===== config.mk =====
export PLATFORM = sky130hd
export DESIGN_NAME = da_fir_bitserial_seq_flat
export DESIGN_NICKNAME = d
export VERILOG_FILES = /design/src/rtl/da_fir_pkg.sv /design/src/rtl/da_fir_bitserial_seq_if.sv /design/src/rtl/da_fir_delay_line.sv /design/src/rtl/da_fir_bitserial_seq.sv /design/src/flat_wrapper.sv
export SDC_FILE = /design/constraint.sdc
export NUM_CORES = 1
export LEC_CHECK = 0
export ABC_AREA = 0
export CAP_MARGIN = 30
export CORE_MARGIN = 2
export CORE_UTILIZATION = 50
export CTS_CLUSTER_SIZE = 25
export DETAILED_ROUTE_END_ITERATION = 16
export PLACE_DENSITY = 0.8
export SETUP_SLACK_MARGIN = 0.3
export SLEW_MARGIN = 20
export SYNTH_ARGS = -nofsm -noshare
export SYNTH_HDL_FRONTEND = slang
export SYNTH_SLANG_ARGS = --single-unit

===== constraint.sdc =====
create_clock -name clk -period 13.8 [get_ports clk]
set_input_delay 2.76 -clock clk [delete_from_list [all_inputs] [get_ports clk]]
set_output_delay 2.76 -clock clk [all_outputs]
set_load 0.05 [all_outputs]

===== src/rtl/da_fir_pkg.sv =====
// Shared types and default sizing for the bit-serial distributed-arithmetic FIR sequencer.
package da_fir_pkg;

  typedef enum logic [1:0] {
    IDLE  = 2'd0,
    ITER  = 2'd1,
    DRAIN = 2'd2,
    DONE  = 2'd3
  } state_e;

  localparam int TAPS_DEF     = 16;
  localparam int DATA_W_DEF   = 16;
  localparam int SUM_W_DEF    = 20;
  localparam int PIPE_LAT_DEF = 2;

  // Accumulator must hold a SUM_W partial sum shifted by up to DATA_W-1 planes.
  function automatic int acc_width(input int sum_w, input int data_w);
    return sum_w + data_w;
  endfunction

endpackage


===== src/rtl/da_fir_bitserial_seq_if.sv =====
// Sample, LUT and result handshakes of the DA FIR sequencer; master drives samples, sums and out_ready.
interface da_fir_bitserial_seq_if #(
  parameter int TAPS   = da_fir_pkg::TAPS_DEF,
  parameter int DATA_W = da_fir_pkg::DATA_W_DEF,
  parameter int SUM_W  = da_fir_pkg::SUM_W_DEF
);
  import da_fir_pkg::*;

  localparam int ACC_W = acc_width(SUM_W, DATA_W);

  logic                     in_valid;
  logic                     in_ready;
  logic signed [DATA_W-1:0] in_data;
  logic                     addr_valid;
  logic [TAPS-1:0]          lut_addr;
  logic                     sum_valid;
  logic signed [SUM_W-1:0]  sum_data;
  logic                     out_valid;
  logic                     out_ready;
  logic signed [ACC_W-1:0]  out_data;
  logic                     busy;
  logic                     err;

  modport master (
    output in_valid, in_data, sum_valid, sum_data, out_ready,
    input  in_ready, addr_valid, lut_addr, out_valid, out_data, busy, err
  );

  modport slave (
    input  in_valid, in_data, sum_valid, sum_data, out_ready,
    output in_ready, addr_valid, lut_addr, out_valid, out_data, busy, err
  );

endinterface


===== src/rtl/da_fir_delay_line.sv =====
// TAPS-deep sample shift register; presents one bit-plane (bit bit_idx of every tap) per cycle.
module da_fir_delay_line
  import da_fir_pkg::*;
#(
  parameter int TAPS   = TAPS_DEF,
  parameter int DATA_W = DATA_W_DEF,
  parameter int BIT_W  = $clog2(DATA_W_DEF)
) (
  input  logic              clk,
  input  logic              clear,
  input  logic              shift_en,
  input  logic [DATA_W-1:0] din,
  input  logic [BIT_W-1:0]  bit_idx,
  output logic [TAPS-1:0]   plane
);

  logic [DATA_W-1:0] taps [TAPS];

  // Tap 0 holds the newest sample; the oldest tap falls off the end.
  always_ff @(posedge clk) begin
    if (clear) begin
      for (int k = 0; k < TAPS; k++) taps[k] <= '0;
    end else if (shift_en) begin
      taps[0] <= din;
      for (int k = 1; k < TAPS; k++) taps[k] <= taps[k-1];
    end
  end

  always_comb begin
    plane = '0;
    for (int k = 0; k < TAPS; k++) plane[k] = taps[k][bit_idx];
  end

endmodule


===== src/rtl/da_fir_bitserial_seq.sv =====
// Bit-serial DA FIR sequencer: issues LSB-first LUT addresses, shift-accumulates the returned
// partial sums (sign plane subtracted) and hands the result downstream.
module da_fir_bitserial_seq #(
  parameter int TAPS     = da_fir_pkg::TAPS_DEF,
  parameter int DATA_W   = da_fir_pkg::DATA_W_DEF,
  parameter int SUM_W    = da_fir_pkg::SUM_W_DEF,
  parameter int PIPE_LAT = da_fir_pkg::PIPE_LAT_DEF
) (
  input logic                   clk,
  input logic                   rst,
  da_fir_bitserial_seq_if.slave bus
);
  import da_fir_pkg::*;

  localparam int ACC_W = acc_width(SUM_W, DATA_W);
  localparam int BIT_W = $clog2(DATA_W);

  state_e                  state;
  logic [BIT_W-1:0]        bit_cnt;
  logic signed [ACC_W-1:0] acc;
  logic                    in_ready_q;
  logic                    addr_valid_q;
  logic                    out_valid_q;
  logic                    busy_q;
  logic                    err_q;
  logic [PIPE_LAT-1:0]     exp_vld;
  logic [BIT_W-1:0]        exp_bit [PIPE_LAT];
  logic [PIPE_LAT-1:0]     drop_vld;
  logic [TAPS-1:0]         plane;
  logic                    accept;
  logic                    expected;
  logic                    last_bit;
  logic                    discard;
  logic signed [ACC_W-1:0] sum_ext;
  logic signed [ACC_W-1:0] sum_weighted;

  assign accept       = bus.in_valid && in_ready_q;
  assign expected     = exp_vld[PIPE_LAT-1];
  assign discard      = drop_vld[PIPE_LAT-1];
  assign last_bit     = (exp_bit[PIPE_LAT-1] == BIT_W'(DATA_W-1));
  assign sum_ext      = {{(ACC_W-SUM_W){bus.sum_data[SUM_W-1]}}, bus.sum_data};
  assign sum_weighted = sum_ext << exp_bit[PIPE_LAT-1];

  da_fir_delay_line #(
    .TAPS   (TAPS),
    .DATA_W (DATA_W),
    .BIT_W  (BIT_W)
  ) u_delay_line (
    .clk      (clk),
    .clear    (rst),
    .shift_en (accept),
    .din      (bus.in_data),
    .bit_idx  (bit_cnt),
    .plane    (plane)
  );

  always_ff @(posedge clk) begin
    if (rst) begin
      state        <= IDLE;
      bit_cnt      <= '0;
      in_ready_q   <= 1'b1;
      addr_valid_q <= 1'b0;
      out_valid_q  <= 1'b0;
      busy_q       <= 1'b0;
    end else begin
      unique case (state)
        IDLE: begin
          if (accept) begin
            state        <= ITER;
            bit_cnt      <= '0;
            in_ready_q   <= 1'b0;
            addr_valid_q <= 1'b1;
            busy_q       <= 1'b1;
          end
        end
        ITER: begin
          if (bit_cnt == BIT_W'(DATA_W-1)) begin
            state        <= DRAIN;
            addr_valid_q <= 1'b0;
          end else begin
            bit_cnt <= bit_cnt + BIT_W'(1);
          end
        end
        DRAIN: begin
          // The sign-plane sum is accumulated on this same edge, so acc is final in DONE.
          if (expected && last_bit) begin
            state       <= DONE;
            out_valid_q <= 1'b1;
          end
        end
        DONE: begin
          if (bus.out_ready) begin
            state       <= IDLE;
            out_valid_q <= 1'b0;
            busy_q      <= 1'b0;
            in_ready_q  <= 1'b1;
          end
        end
        default: state <= IDLE;
      endcase
    end
  end

  always_ff @(posedge clk) begin
    if (rst) begin
      exp_vld <= '0;
      for (int i = 0; i < PIPE_LAT; i++) exp_bit[i] <= '0;
      acc   <= '0;
      err_q <= 1'b0;
    end else begin
      exp_vld[0] <= addr_valid_q;
      exp_bit[0] <= bit_cnt;
      for (int i = 1; i < PIPE_LAT; i++) begin
        exp_vld[i] <= exp_vld[i-1];
        exp_bit[i] <= exp_bit[i-1];
      end
      if (accept) begin
        acc <= '0;
      end else if (bus.sum_valid && expected) begin
        acc <= last_bit ? (acc - sum_weighted) : (acc + sum_weighted);
      end
      if ((bus.sum_valid && !expected && !discard) || (expected && !bus.sum_valid)) begin
        err_q <= 1'b1;
      end
    end
  end

  // Remembers which sums were still in flight when reset hit, so their late returns are
  // silently dropped instead of flagging a protocol error.
  always_ff @(posedge clk) begin
    drop_vld[0] <= rst && addr_valid_q;
    for (int i = 1; i < PIPE_LAT; i++) begin
      drop_vld[i] <= drop_vld[i-1] || (rst && exp_vld[i-1]);
    end
  end

  assign bus.in_ready   = in_ready_q;
  assign bus.addr_valid = addr_valid_q;
  assign bus.lut_addr   = addr_valid_q ? plane : '0;
  assign bus.out_valid  = out_valid_q;
  assign bus.out_data   = acc;
  assign bus.busy       = busy_q;
  assign bus.err        = err_q;

endmodule


===== src/flat_wrapper.sv =====
// flat-port wrapper written by rule: the top's interface ports become plain ports
module da_fir_bitserial_seq_flat import da_fir_pkg::*;
#(
  parameter int TAPS     = da_fir_pkg::TAPS_DEF,
  parameter int DATA_W   = da_fir_pkg::DATA_W_DEF,
  parameter int SUM_W    = da_fir_pkg::SUM_W_DEF,
  parameter int PIPE_LAT = da_fir_pkg::PIPE_LAT_DEF
)
  (clk, rst, bus_in_valid, bus_in_data, bus_sum_valid, bus_sum_data, bus_out_ready, bus_in_ready, bus_addr_valid, bus_lut_addr, bus_out_valid, bus_out_data, bus_busy, bus_err);
  da_fir_bitserial_seq_if #(.TAPS(TAPS), .DATA_W(DATA_W), .SUM_W(SUM_W)) bus_i ();
  input logic clk;
  input logic rst;
  input wire logic [$bits(bus_i.in_valid)-1:0] bus_in_valid;
  input wire logic [$bits(bus_i.in_data)-1:0] bus_in_data;
  input wire logic [$bits(bus_i.sum_valid)-1:0] bus_sum_valid;
  input wire logic [$bits(bus_i.sum_data)-1:0] bus_sum_data;
  input wire logic [$bits(bus_i.out_ready)-1:0] bus_out_ready;
  output wire logic [$bits(bus_i.in_ready)-1:0] bus_in_ready;
  output wire logic [$bits(bus_i.addr_valid)-1:0] bus_addr_valid;
  output wire logic [$bits(bus_i.lut_addr)-1:0] bus_lut_addr;
  output wire logic [$bits(bus_i.out_valid)-1:0] bus_out_valid;
  output wire logic [$bits(bus_i.out_data)-1:0] bus_out_data;
  output wire logic [$bits(bus_i.busy)-1:0] bus_busy;
  output wire logic [$bits(bus_i.err)-1:0] bus_err;
  assign bus_i.in_valid = bus_in_valid;
  assign bus_i.in_data = bus_in_data;
  assign bus_i.sum_valid = bus_sum_valid;
  assign bus_i.sum_data = bus_sum_data;
  assign bus_i.out_ready = bus_out_ready;
  assign bus_in_ready = bus_i.in_ready;
  assign bus_addr_valid = bus_i.addr_valid;
  assign bus_lut_addr = bus_i.lut_addr;
  assign bus_out_valid = bus_i.out_valid;
  assign bus_out_data = bus_i.out_data;
  assign bus_busy = bus_i.busy;
  assign bus_err = bus_i.err;
  da_fir_bitserial_seq #(.TAPS(TAPS), .DATA_W(DATA_W), .SUM_W(SUM_W), .PIPE_LAT(PIPE_LAT)) u_core (.clk(clk), .rst(rst), .bus(bus_i));
endmodule

==> impl_metrics.toml, run 1 <==
[sta]
number_of_setup_violations_in_the_final_report = 0
fin_crit_ps = 7950
worst_hold_slack_ps = 400
tightestPinTransition_ps = 957
fmaxAchievable_mhz = 126
finalHoldViolations = 0
drv_slew = 0
slew-limit-headroom_pct = 36.1
rsz0062_at_grt = "false"
timing.final.crit_share_pct = 57.6
finClkSkew_ps = 19.2
total_negative_slack_for_setup_checks_ps = 0

[worst_setup_path]
cp.depth = 21
cp-endpoint = "u_core.bus.out_data[35]"
critPathArrivalTime_ps = 8390
crit_path_buf_inv_count = 2
crit_path_start = "bus_sum_data[1]"
worst_r2r_startpoint = "u_core.exp_bit[0][5]"
worst_setup_path_end_kind = "flip-flop"
worst_r2r_path_depth = 21
category_of_cells_accounting_for_the_largest_share_of_critical_path_delay = "compound AO/OA/AOI/OAI gates"
r2r-end = "u_core.bus.out_data[35]"
timing.critical_path.cells = "clkdlybuf4s50_1 > mux4_1 > a221oi_1 > or2_2 > nand3_1 > nor3b_1 > nand4_1 > inv_1 > a21oi_1 > xor2_1 > ha_1 > a211oi_1 > o21bai_1 > a2111oi_0 > nor2_1 > a221oi_1 > o211ai_1 > a221o_1 > xor2_1 > or3_1 > a21oi_1"
worstPathRequired_ps = 14240
rrSetupSlack_ps = 7560
timing.setup.critical_path_class = "primary input to flip-flop"
critical_path.max_fanout = 6
timing.critical_path.slowest_cell_delay_ps = 570
critical-path-slowest-cell = "mux4_1"
cp-start-kind = "primary input"

[synthesis]
fraction_of_the_yosys_area_taken_by_sequential_cells_pct = 50.0
async_reset_ff_share_pct = 0
synthesis.yosys.warnings = 0
synthFlopType = "edfxtp_1"
synth_area_sq_um = 17800
postSynthRegisterBits = 315
synthMostInstantiatedCell = "edfxtp_1"
postSynthAreaPerCell_sq_um = 12.1
synth_largest_area_cell = "edfxtp_1"
largest_cells_by_area_after_synthesis = "edfxtp_1, mux4_2, dfxtp_1, and2_1, nor2b_1"
synth_top_cells_by_count = "edfxtp_1, and2_1, nor2b_1"
post-synth-top-area-fraction_pct = 43.3
synth_edf_count = 256
netlist-cell-type-count = 78
syn_nets = 1554
post_synth_inst_count = 1471

[routing]
viasPerCell = 5.79
drt_first_iter_violations = 926
route.antenna.remaining_nets = 0
detail_route.wl_per_cell_microns = 18.3
drt_pre_antenna_iters = 5
drcViolationCount = 0
dr_total_vias = 11700
finalWirelength_microns = 37000

[global_route]
grt_pass1_wl_microns = 58400
globalRouteOverflowTotal = 0
global_router_s_overall_resource_usage_pct = 20.0
grt_antenna_before_repair = 2
pin_count_of_the_biggest_net_entering_global_routing = 114
first_global_vias = 11300

[die]
die_height_microns = 192
rows = 69
start_util_pct = 50.4
core-area_sq_um = 35200
top_level_ports = 98
die_width_microns = 192
floorplan.die_area_sq_um = 37000

[clock_network]
cts_max_level = 2
cts.reportedPaths.clkPinSlew_ps = 60
post_cts.repair.setup_buffers = 0
cts_hold_buf = 0
insertion_delay_ps = 520
post_cts_resize_count = 0
cts-root-buf = "clkbuf_16"
clock-sinks = 315
cts_made_buffers = 35
tritoncts = "done"
clock_tree.buffer_depth = 3

[power]
cell_area_power_density_nw_per_um2 = 133
vdd_ir_drop_max_mv = 0.131
leakage_nw = 7.41

[place]
dpl.hpwl_microns = 24900
placed_area_sq_um = 19100
io_buffers = 97
gp_routability_congestion = 0.881

[final_layout]
post-route-util_pct = 57.4
final_net_count = 1618
stdcell_area_sq_um = 20200
post_route_cells_drive_above_1_share_pct = 12.6
insertedDiodeCount = 0
flow.area_growth_from_synthesis_pct = 14.0

[job]
maxCapViolCount = 0

[min_path]
min-delay-path-class = "flip-flop to flip-flop"

[outcome]
outcome = "completed"
final cells by class:
| class | count | area, sq um |
|---|---|---|
| Inverter | 23 | 93.8 |
| Multi-Input combinational cell | 1044 | 8430 |
| Timing Repair Buffer | 116 | 1180 |
| Sequential cell | 315 | 8870 |
| Tap cell | 461 | 577 |
| Fill cell | 2789 | 15000 |
| Clock buffer | 49 | 948 |
| Clock inverter | 13 | 120 |
worst register-to-register path: stages, from the launching register on:
cell	delay, ps
dfxtp_1	310
buf_4	400
clkinv_1	640
mux2i_1	560
a21boi_0	300
o21a_1	180
and3_1	270
nand4_1	160
inv_1	130
a21oi_1	80
xor2_1	170
ha_1	380
a211oi_1	260
o21bai_1	90
a2111oi_0	490
nor2_1	110
a221oi_1	490
o211ai_1	180
a221o_1	340
xor2_1	170
or3_1	310
a21oi_1	160
sequential cells by signal, indices dropped and copies added, names as in the netlist:
| signal | cells |
|---|---|
| u_core.bus.out_valid | 1 |
| u_core.bus.out_data | 36 |
| u_core.bus.busy | 1 |
| u_core.u_delay_line.taps | 256 |
| u_core.bit_cnt | 4 |
| u_core.exp_bit | 8 |
| u_core.bus.addr_valid | 1 |
| u_core.bus.err | 1 |
| u_core.bus.in_ready | 1 |
| u_core.exp_vld | 2 |
| u_core.drop_vld | 2 |
| u_core.state | 2 |
report_power, final:
group	total, mW	internal [mW]	switching (mW)
registers	1.25	1.17	0.0771
logic	0.567	0.264	0.303
clock network	0.871	0.503	0.368
how the worst min path moves through the flow:
stage	to	cells past startpoint	startpoint	slack [ps]
5_1_grt	u_core.drop_vld[1]	1	u_core.drop_vld[0]	410
3_3_place_gp	u_core.drop_vld[1]	1	u_core.drop_vld[0]	380
3_5_place_dp	u_core.drop_vld[1]	1	u_core.drop_vld[0]	390
2_1_floorplan	u_core.drop_vld[1]	1	u_core.drop_vld[0]	380
4_1_cts	u_core.drop_vld[1]	1	u_core.drop_vld[0]	400
6_report	u_core.drop_vld[1]	1	u_core.drop_vld[0]	400
cells in the final DEF (no fill, tap or decap), drive strengths merged, types with 6 or more instances in the layout:
cell	instances
clkinv	14
mux2i	35
or3	7
nand2	99
ha	41
a21o	15
nand4	8
dfxtp	59
buf	20
mux4	97
clkdlybuf4s50	96
nand2b	16
nor3	14
a21oi	84
xnor2	28
o21a	12
nor2	60
o211ai	6
nor2b	122
a221oi	6
o21ai	49
and2	183
inv	21
clkbuf	49
xor2	26
edfxtp	256
nand3	22
mux2	20
a211oi	15
metrics by stage:
| stage | std cells | total power [mW] | setup slack (ps) |
|---|---|---|---|
| floorplan | 1471 | 1.69 | 2490 |
| global placement | 1954 | 1.81 | 5530 |
| detailed placement | 1958 | 1.84 | 5460 |
| CTS | 2020 | 2.71 | 5950 |
| global route | 2021 | 2.80 | 5530 |
| finish | 2021 | 2.69 | 5850 |
cell families (layout without fill, tap and decap cells):
| group | Yosys count | in the layout | synth area share, % |
|---|---|---|---|
| simple gates | 559 | 559 | 17.6 |
| flops | 315 | 315 | 50.0 |
| compound gates | 237 | 237 | 8.56 |
| mux | 152 | 152 | 15.7 |
| buf+inv | 112 | 201 | 2.59 |
| xor+xnor | 54 | 54 | 2.66 |
| fa+ha+maj | 42 | 42 | 3.00 |
metal layers:
| layer | track usage, % | up-vias | part of all wire, % | routed length, microns |
|---|---|---|---|---|
| li1 | - | 5576 | - | - |
| met1 | 27.2 | 5784 | 43 | 16100 |
| met2 | 33.4 | 288 | 49 | 18300 |
| met3 | 3.09 | 49 | 5.1 | 1880 |
| met4 | 5.46 | 4 | 2.0 | 724 |
| met5 | 0 | - | 0.081 | 30 |
No activity file was read; power rests on OpenSTA's default activity.
==> run 2, diff against run 1 <==
==> constraint.sdc (replaced) <==
create_clock -name clk -period 7.75 [get_ports clk]
set_input_delay 1.55 -clock clk [delete_from_list [all_inputs] [get_ports clk]]
set_output_delay 1.55 -clock clk [all_outputs]
set_load 0.05 [all_outputs]
==> run 2 against run 1 <==
Critical path depth is the same. Cell area grew 0.19%. Combinational power grew 82%. Hold slack gained 6.2 ps. Non-clock buffer count grew 3. Global-route usage grew 0.23 points. Flip-flop and latch count is the same. Final cell count grew 0.20%. Power grew 80%. Utilization grew 0.11 points. Sequential share of layout area shrank 0.084 points. First-iteration DRC count grew 2.7%.
==> impl_metrics.toml, run 2 (synthesis gave the netlist of run 1 again) <==
[worst_setup_path]
cp-start-kind = "primary input"
critPathArrivalTime_ps = 7220
timing.setup.critical_path_class = "primary input to flip-flop"
worstPathRequired_ps = 8220
worst_setup_path_end_kind = "flip-flop"
critical_path.max_fanout = 9

[sta]
slew-limit-headroom_pct = 40.7
finalHoldViolations = 0
finClkSkew_ps = 23.4
worst_hold_slack_ps = 406
timing.final.crit_share_pct = 87.1
tightestPinTransition_ps = 890
total_negative_slack_for_setup_checks_ps = 0
layout_setup_ws_ps = 1000
drv_slew = 0
number_of_setup_violations_in_the_final_report = 0
fmaxAchievable_mhz = 148
fin_crit_ps = 6750
rsz0062_at_grt = "false"

[final_layout]
nFillCells = 2761
post_route_cells_drive_above_1_share_pct = 13.2
mostFrequentLayoutCells = "edfxtp_1, and2_1, nor2b_1"
stdcell_area_sq_um = 20300
insertedDiodeCount = 0
sequential_cell_area_sq_um = 8870
multi_input_comb_area_sq_um = 8430
layout.cells.most_common = "edfxtp_1"
final_cell_count_no_fill = 2025
post-route-util_pct = 57.5
max_reg_flops = 256
most_flops_register = "u_core.u_delay_line.taps"
flow.area_growth_from_synthesis_pct = 14.2
final_net_count = 1621

[power]
power.internal_mw = 3.48
totalPowerFinal_mw = 4.82
p_comb_share_pct = 21.3
leakage_nw = 7.44
power_switching_mw = 1.34
vdd_ir_drop_max_mv = 0.198
netSwitchingFraction_pct = 27.9
cell_area_power_density_nw_per_um2 = 238
power.share.clock_pct = 32.7
pwr-share-seq_pct = 45.9

[global_route]
first_global_vias = 11400
global_router_s_overall_resource_usage_pct = 20.2
grt_pass1_wl_microns = 59100
grt_antenna_before_repair = 2
pin_count_of_the_biggest_net_entering_global_routing = 151
globalRouteOverflowTotal = 0

[clock_network]
cts.reportedPaths.clkPinSlew_ps = 60
post_cts_resize_count = 0
cts_hold_buf = 0
tritoncts = "done"
cts-root-buf = "clkbuf_16"
post_cts.repair.setup_buffers = 0
clock_tree.buffer_depth = 3
clock-sinks = 315
cts_max_level = 2
cts_made_buffers = 35
insertion_delay_ps = 530

[routing]
finalWirelength_microns = 37500
drt_pre_antenna_iters = 6
drcViolationCount = 0
viasPerCell = 5.80
drt_first_iter_violations = 951
detail_route.wl_per_cell_microns = 18.5
dr_total_vias = 11800
route.antenna.remaining_nets = 0

[die]
floorplan.die_area_sq_um = 37000
rows = 69
die_height_microns = 192
core-area_sq_um = 35200
die_width_microns = 192
start_util_pct = 50.4
top_level_ports = 98

[place]
gp_routability_congestion = 0.873
dpl.hpwl_microns = 25000
placed_area_sq_um = 19100
place_ws_ps = 548
dp.cells = 1959
io_buffers = 97

[min_path]
min-delay-path-class = "flip-flop to flip-flop"

[job]
maxCapViolCount = 0

[outcome]
outcome = "completed"
## run 2: changes by cell type in the layout (fill, tap and decap cells not counted), moves of 2 or more
cell      previous run  this run
buf_12               2         0
buf_4               15        19
clkbuf_1            12         8
clkinv_1             9         7
clkinv_2             3         8
## run 2: cell type report
type	count	share of cell area (%)
sequential	315	43.8
multi-input combinational	1044	41.6
timing repair buffer	119	5.93
clock buffer	47	4.80
tap	461	2.85
clock inverter	16	0.580
inverter	23	0.463
## run 2: critical path, stage by stage
cell	delay (ps)
clkdlybuf4s50_1	550
mux4_1	570
a221oi_1	330
or2_2	230
nand3_1	100
nor3b_1	390
nand4_1	190
inv_1	140
nand2_1	100
o21ai_0	220
xor2_1	170
ha_1	300
a21o_1	230
a2111oi_0	420
nor2_1	120
a221oi_1	480
o211ai_1	180
a221o_1	340
xor2_1	160
or3_1	310
a21oi_1	140
## run 2: path summary, 6_finish.rpt
check,startpoint,end,slack [ps],cells past startpoint
setup / recovery,bus_sum_data[0],u_core.bus.out_data[35],1000,21
hold / removal,u_core.drop_vld[0],u_core.drop_vld[1],410,1
setup reg to reg,u_core.exp_bit[0][5],u_core.bus.out_data[35],1510,20
hold reg to reg,u_core.drop_vld[0],u_core.drop_vld[1],410,1
## run 2: routing by layer
layer	part of all wire [%]	GRT usage, %	vias to the layer above
met5	0.032	0	-
met4	2.1	5.67	2
met3	5.3	2.98	66
met2	50	34.3	333
met1	43	27.1	5752
li1	-	-	5599
## run 2: power groups by stage
stage	combinational (mW)	sequential [mW]	clock (mW)
after global placement	0.978	2.25	0
after global routing	1.11	2.24	1.66
after detailed placement	1.01	2.26	0
final	1.03	2.22	1.58
after CTS	1.02	2.23	1.61
after floorplan	0.749	2.24	0
==> run 3, diff against run 2 <==
==> constraint.sdc (replaced) <==
create_clock -name clk -period 7.75 [get_ports clk]
set_input_delay 1.55 -clock clk [delete_from_list [all_inputs] [get_ports clk]]
set_output_delay 1.55 -clock clk [all_outputs]
set_load 0.01 [all_outputs]
==> run 3 against run 2 <==
Flip-flop and latch count is the same. Hold slack worse by 1.7 ps. Count of clock-buffer cells in the layout decreased by 8. Die area did not move. Sequential power hardly changed. Sequential share of layout area shrank 0.089 points. Non-clock buffer count stayed put. Fmax hardly changed. Clock power rose by 3%. Combinational power shrank 9%. Register-to-register slack got worse by 60 ps. Setup slack about the same. Largest cell class unchanged.
==> impl_metrics.toml, run 3 (synthesis gave the netlist of run 1 again) <==
[sta]
slew-limit-headroom_pct = 38.1
worst_hold_slack_ps = 405
timing.final.crit_share_pct = 87.1
number_of_setup_violations_in_the_final_report = 0
fin_crit_ps = 6750
drv_slew = 0
finalHoldViolations = 0
total_negative_slack_for_setup_checks_ps = 0
tightestPinTransition_ps = 928
layout_setup_ws_ps = 1000
finClkSkew_ps = 22.4
fmaxAchievable_mhz = 148
rsz0062_at_grt = "false"

[routing]
drcViolationCount = 0
drt_first_iter_violations = 880
drt_pre_antenna_iters = 5
viasPerCell = 5.73
finalWirelength_microns = 37300
detail_route.wl_per_cell_microns = 18.4
route.antenna.remaining_nets = 0
dr_total_vias = 11600

[worst_setup_path]
worst_r2r_startpoint = "u_core.exp_bit[0][5]"
timing.critical_path.cells = "clkdlybuf4s50_1 > mux4_1 > a221oi_1 > or2_2 > nand3_1 > nor3b_1 > nand4_1 > inv_1 > a21oi_1 > xor2_1 > ha_1 > a211oi_1 > o21bai_1 > a2111oi_0 > nor2_1 > a221oi_1 > o211ai_1 > a221o_1 > xor2_1 > or3_1 > a21oi_1"
critPathArrivalTime_ps = 7200
category_of_cells_accounting_for_the_largest_share_of_critical_path_delay = "compound AO/OA/AOI/OAI gates"
cp.depth = 21
rrSetupSlack_ps = 1450
critical_path.max_fanout = 9
timing.setup.critical_path_class = "primary input to flip-flop"
r2r-end = "u_core.bus.out_data[35]"
cp-endpoint = "u_core.bus.out_data[35]"
critical-path-slowest-cell = "clkdlybuf4s50_1"
cp-start-kind = "primary input"
timing.critical_path.slowest_cell_delay_ps = 560
crit_path_start = "bus_sum_data[0]"
worstPathRequired_ps = 8200
worst_r2r_path_depth = 21
worst_setup_path_end_kind = "flip-flop"
crit_path_buf_inv_count = 2

[global_route]
grt_pass1_wl_microns = 59200
global_router_s_overall_resource_usage_pct = 20.1
first_global_vias = 11500
pin_count_of_the_biggest_net_entering_global_routing = 152
globalRouteOverflowTotal = 0
grt_antenna_before_repair = 1

[job]
maxCapViolCount = 0

[clock_network]
tritoncts = "done"
cts_made_buffers = 35
insertion_delay_ps = 520
cts_max_level = 2
clock_tree.buffer_depth = 3
clock-sinks = 315
cts.reportedPaths.clkPinSlew_ps = 60
post_cts.repair.setup_buffers = 0
cts-root-buf = "clkbuf_16"
post_cts_resize_count = 0
cts_hold_buf = 0

[final_layout]
insertedDiodeCount = 0
most_flops_register = "u_core.u_delay_line.taps"
post-route-util_pct = 57.7
final_cell_count_no_fill = 2026
max_reg_flops = 256
flow.area_growth_from_synthesis_pct = 14.4
stdcell_area_sq_um = 20300
post_route_cells_drive_above_1_share_pct = 13.2
nFillCells = 2751
mostFrequentLayoutCells = "edfxtp_1, and2_1, nor2b_1"
final_net_count = 1621
layout.cells.most_common = "edfxtp_1"

[die]
top_level_ports = 98
start_util_pct = 50.4
floorplan.die_area_sq_um = 37000
die_width_microns = 192
core-area_sq_um = 35200
rows = 69
die_height_microns = 192

[place]
place_ws_ps = 575
io_buffers = 97
placed_area_sq_um = 19100
dp.cells = 1958
dpl.hpwl_microns = 25000
gp_routability_congestion = 0.880

[power]
cell_area_power_density_nw_per_um2 = 235
totalPowerFinal_mw = 4.78
leakage_nw = 7.45
vdd_ir_drop_max_mv = 0.187

[min_path]
min-delay-path-class = "flip-flop to flip-flop"

[outcome]
outcome = "completed"
## run 3: changes by cell type in the layout (fill, tap and decap cells not counted), sizes merged
| cell | before | now |
|---|---|---|
| clkinvlp | 1 | 2 |
| clkbuf | 47 | 39 |
| inv | 21 | 22 |
| clkinv | 16 | 21 |
| bufinv | 1 | 3 |
## run 3: layer usage
| metal | vias to the layer above | track usage, % | share of wire [%] |
|---|---|---|---|
| met4 | 2 | 4.40 | 1.6 |
| met5 | - | 0 | 0.035 |
| met1 | 5721 | 27.2 | 43 |
| met3 | 44 | 3.18 | 4.4 |
| li1 | 5576 | - | - |
| met2 | 276 | 34.5 | 51 |
## run 3: area by class of cell
type	count	area, sq um	share of cell area [%]
Timing Repair Buffer	119	1200	5.92
Sequential cell	315	8870	43.7
Clock inverter	25	239	1.18
Clock buffer	39	891	4.39
Tap cell	461	577	2.84
Multi-Input combinational cell	1044	8430	41.5
Inverter	23	93.8	0.462
## run 3: worst min-delay path by stage
stage,slack [ps],start,end,cells after the start
6_report,400,u_core.drop_vld[0],u_core.drop_vld[1],1
2_1_floorplan,380,u_core.drop_vld[0],u_core.drop_vld[1],1
3_3_place_gp,390,u_core.drop_vld[0],u_core.drop_vld[1],1
5_1_grt,420,u_core.drop_vld[0],u_core.drop_vld[1],1
4_1_cts,410,u_core.drop_vld[0],u_core.drop_vld[1],1
3_5_place_dp,390,u_core.drop_vld[0],u_core.drop_vld[1],1
## run 3: power breakdown
group,internal (mW),switching (mW),total [mW]
Sequential,2.09,0.135,2.22
Combinational,0.479,0.463,0.941
Clock,0.940,0.675,1.62
Total,3.50,1.27,4.78
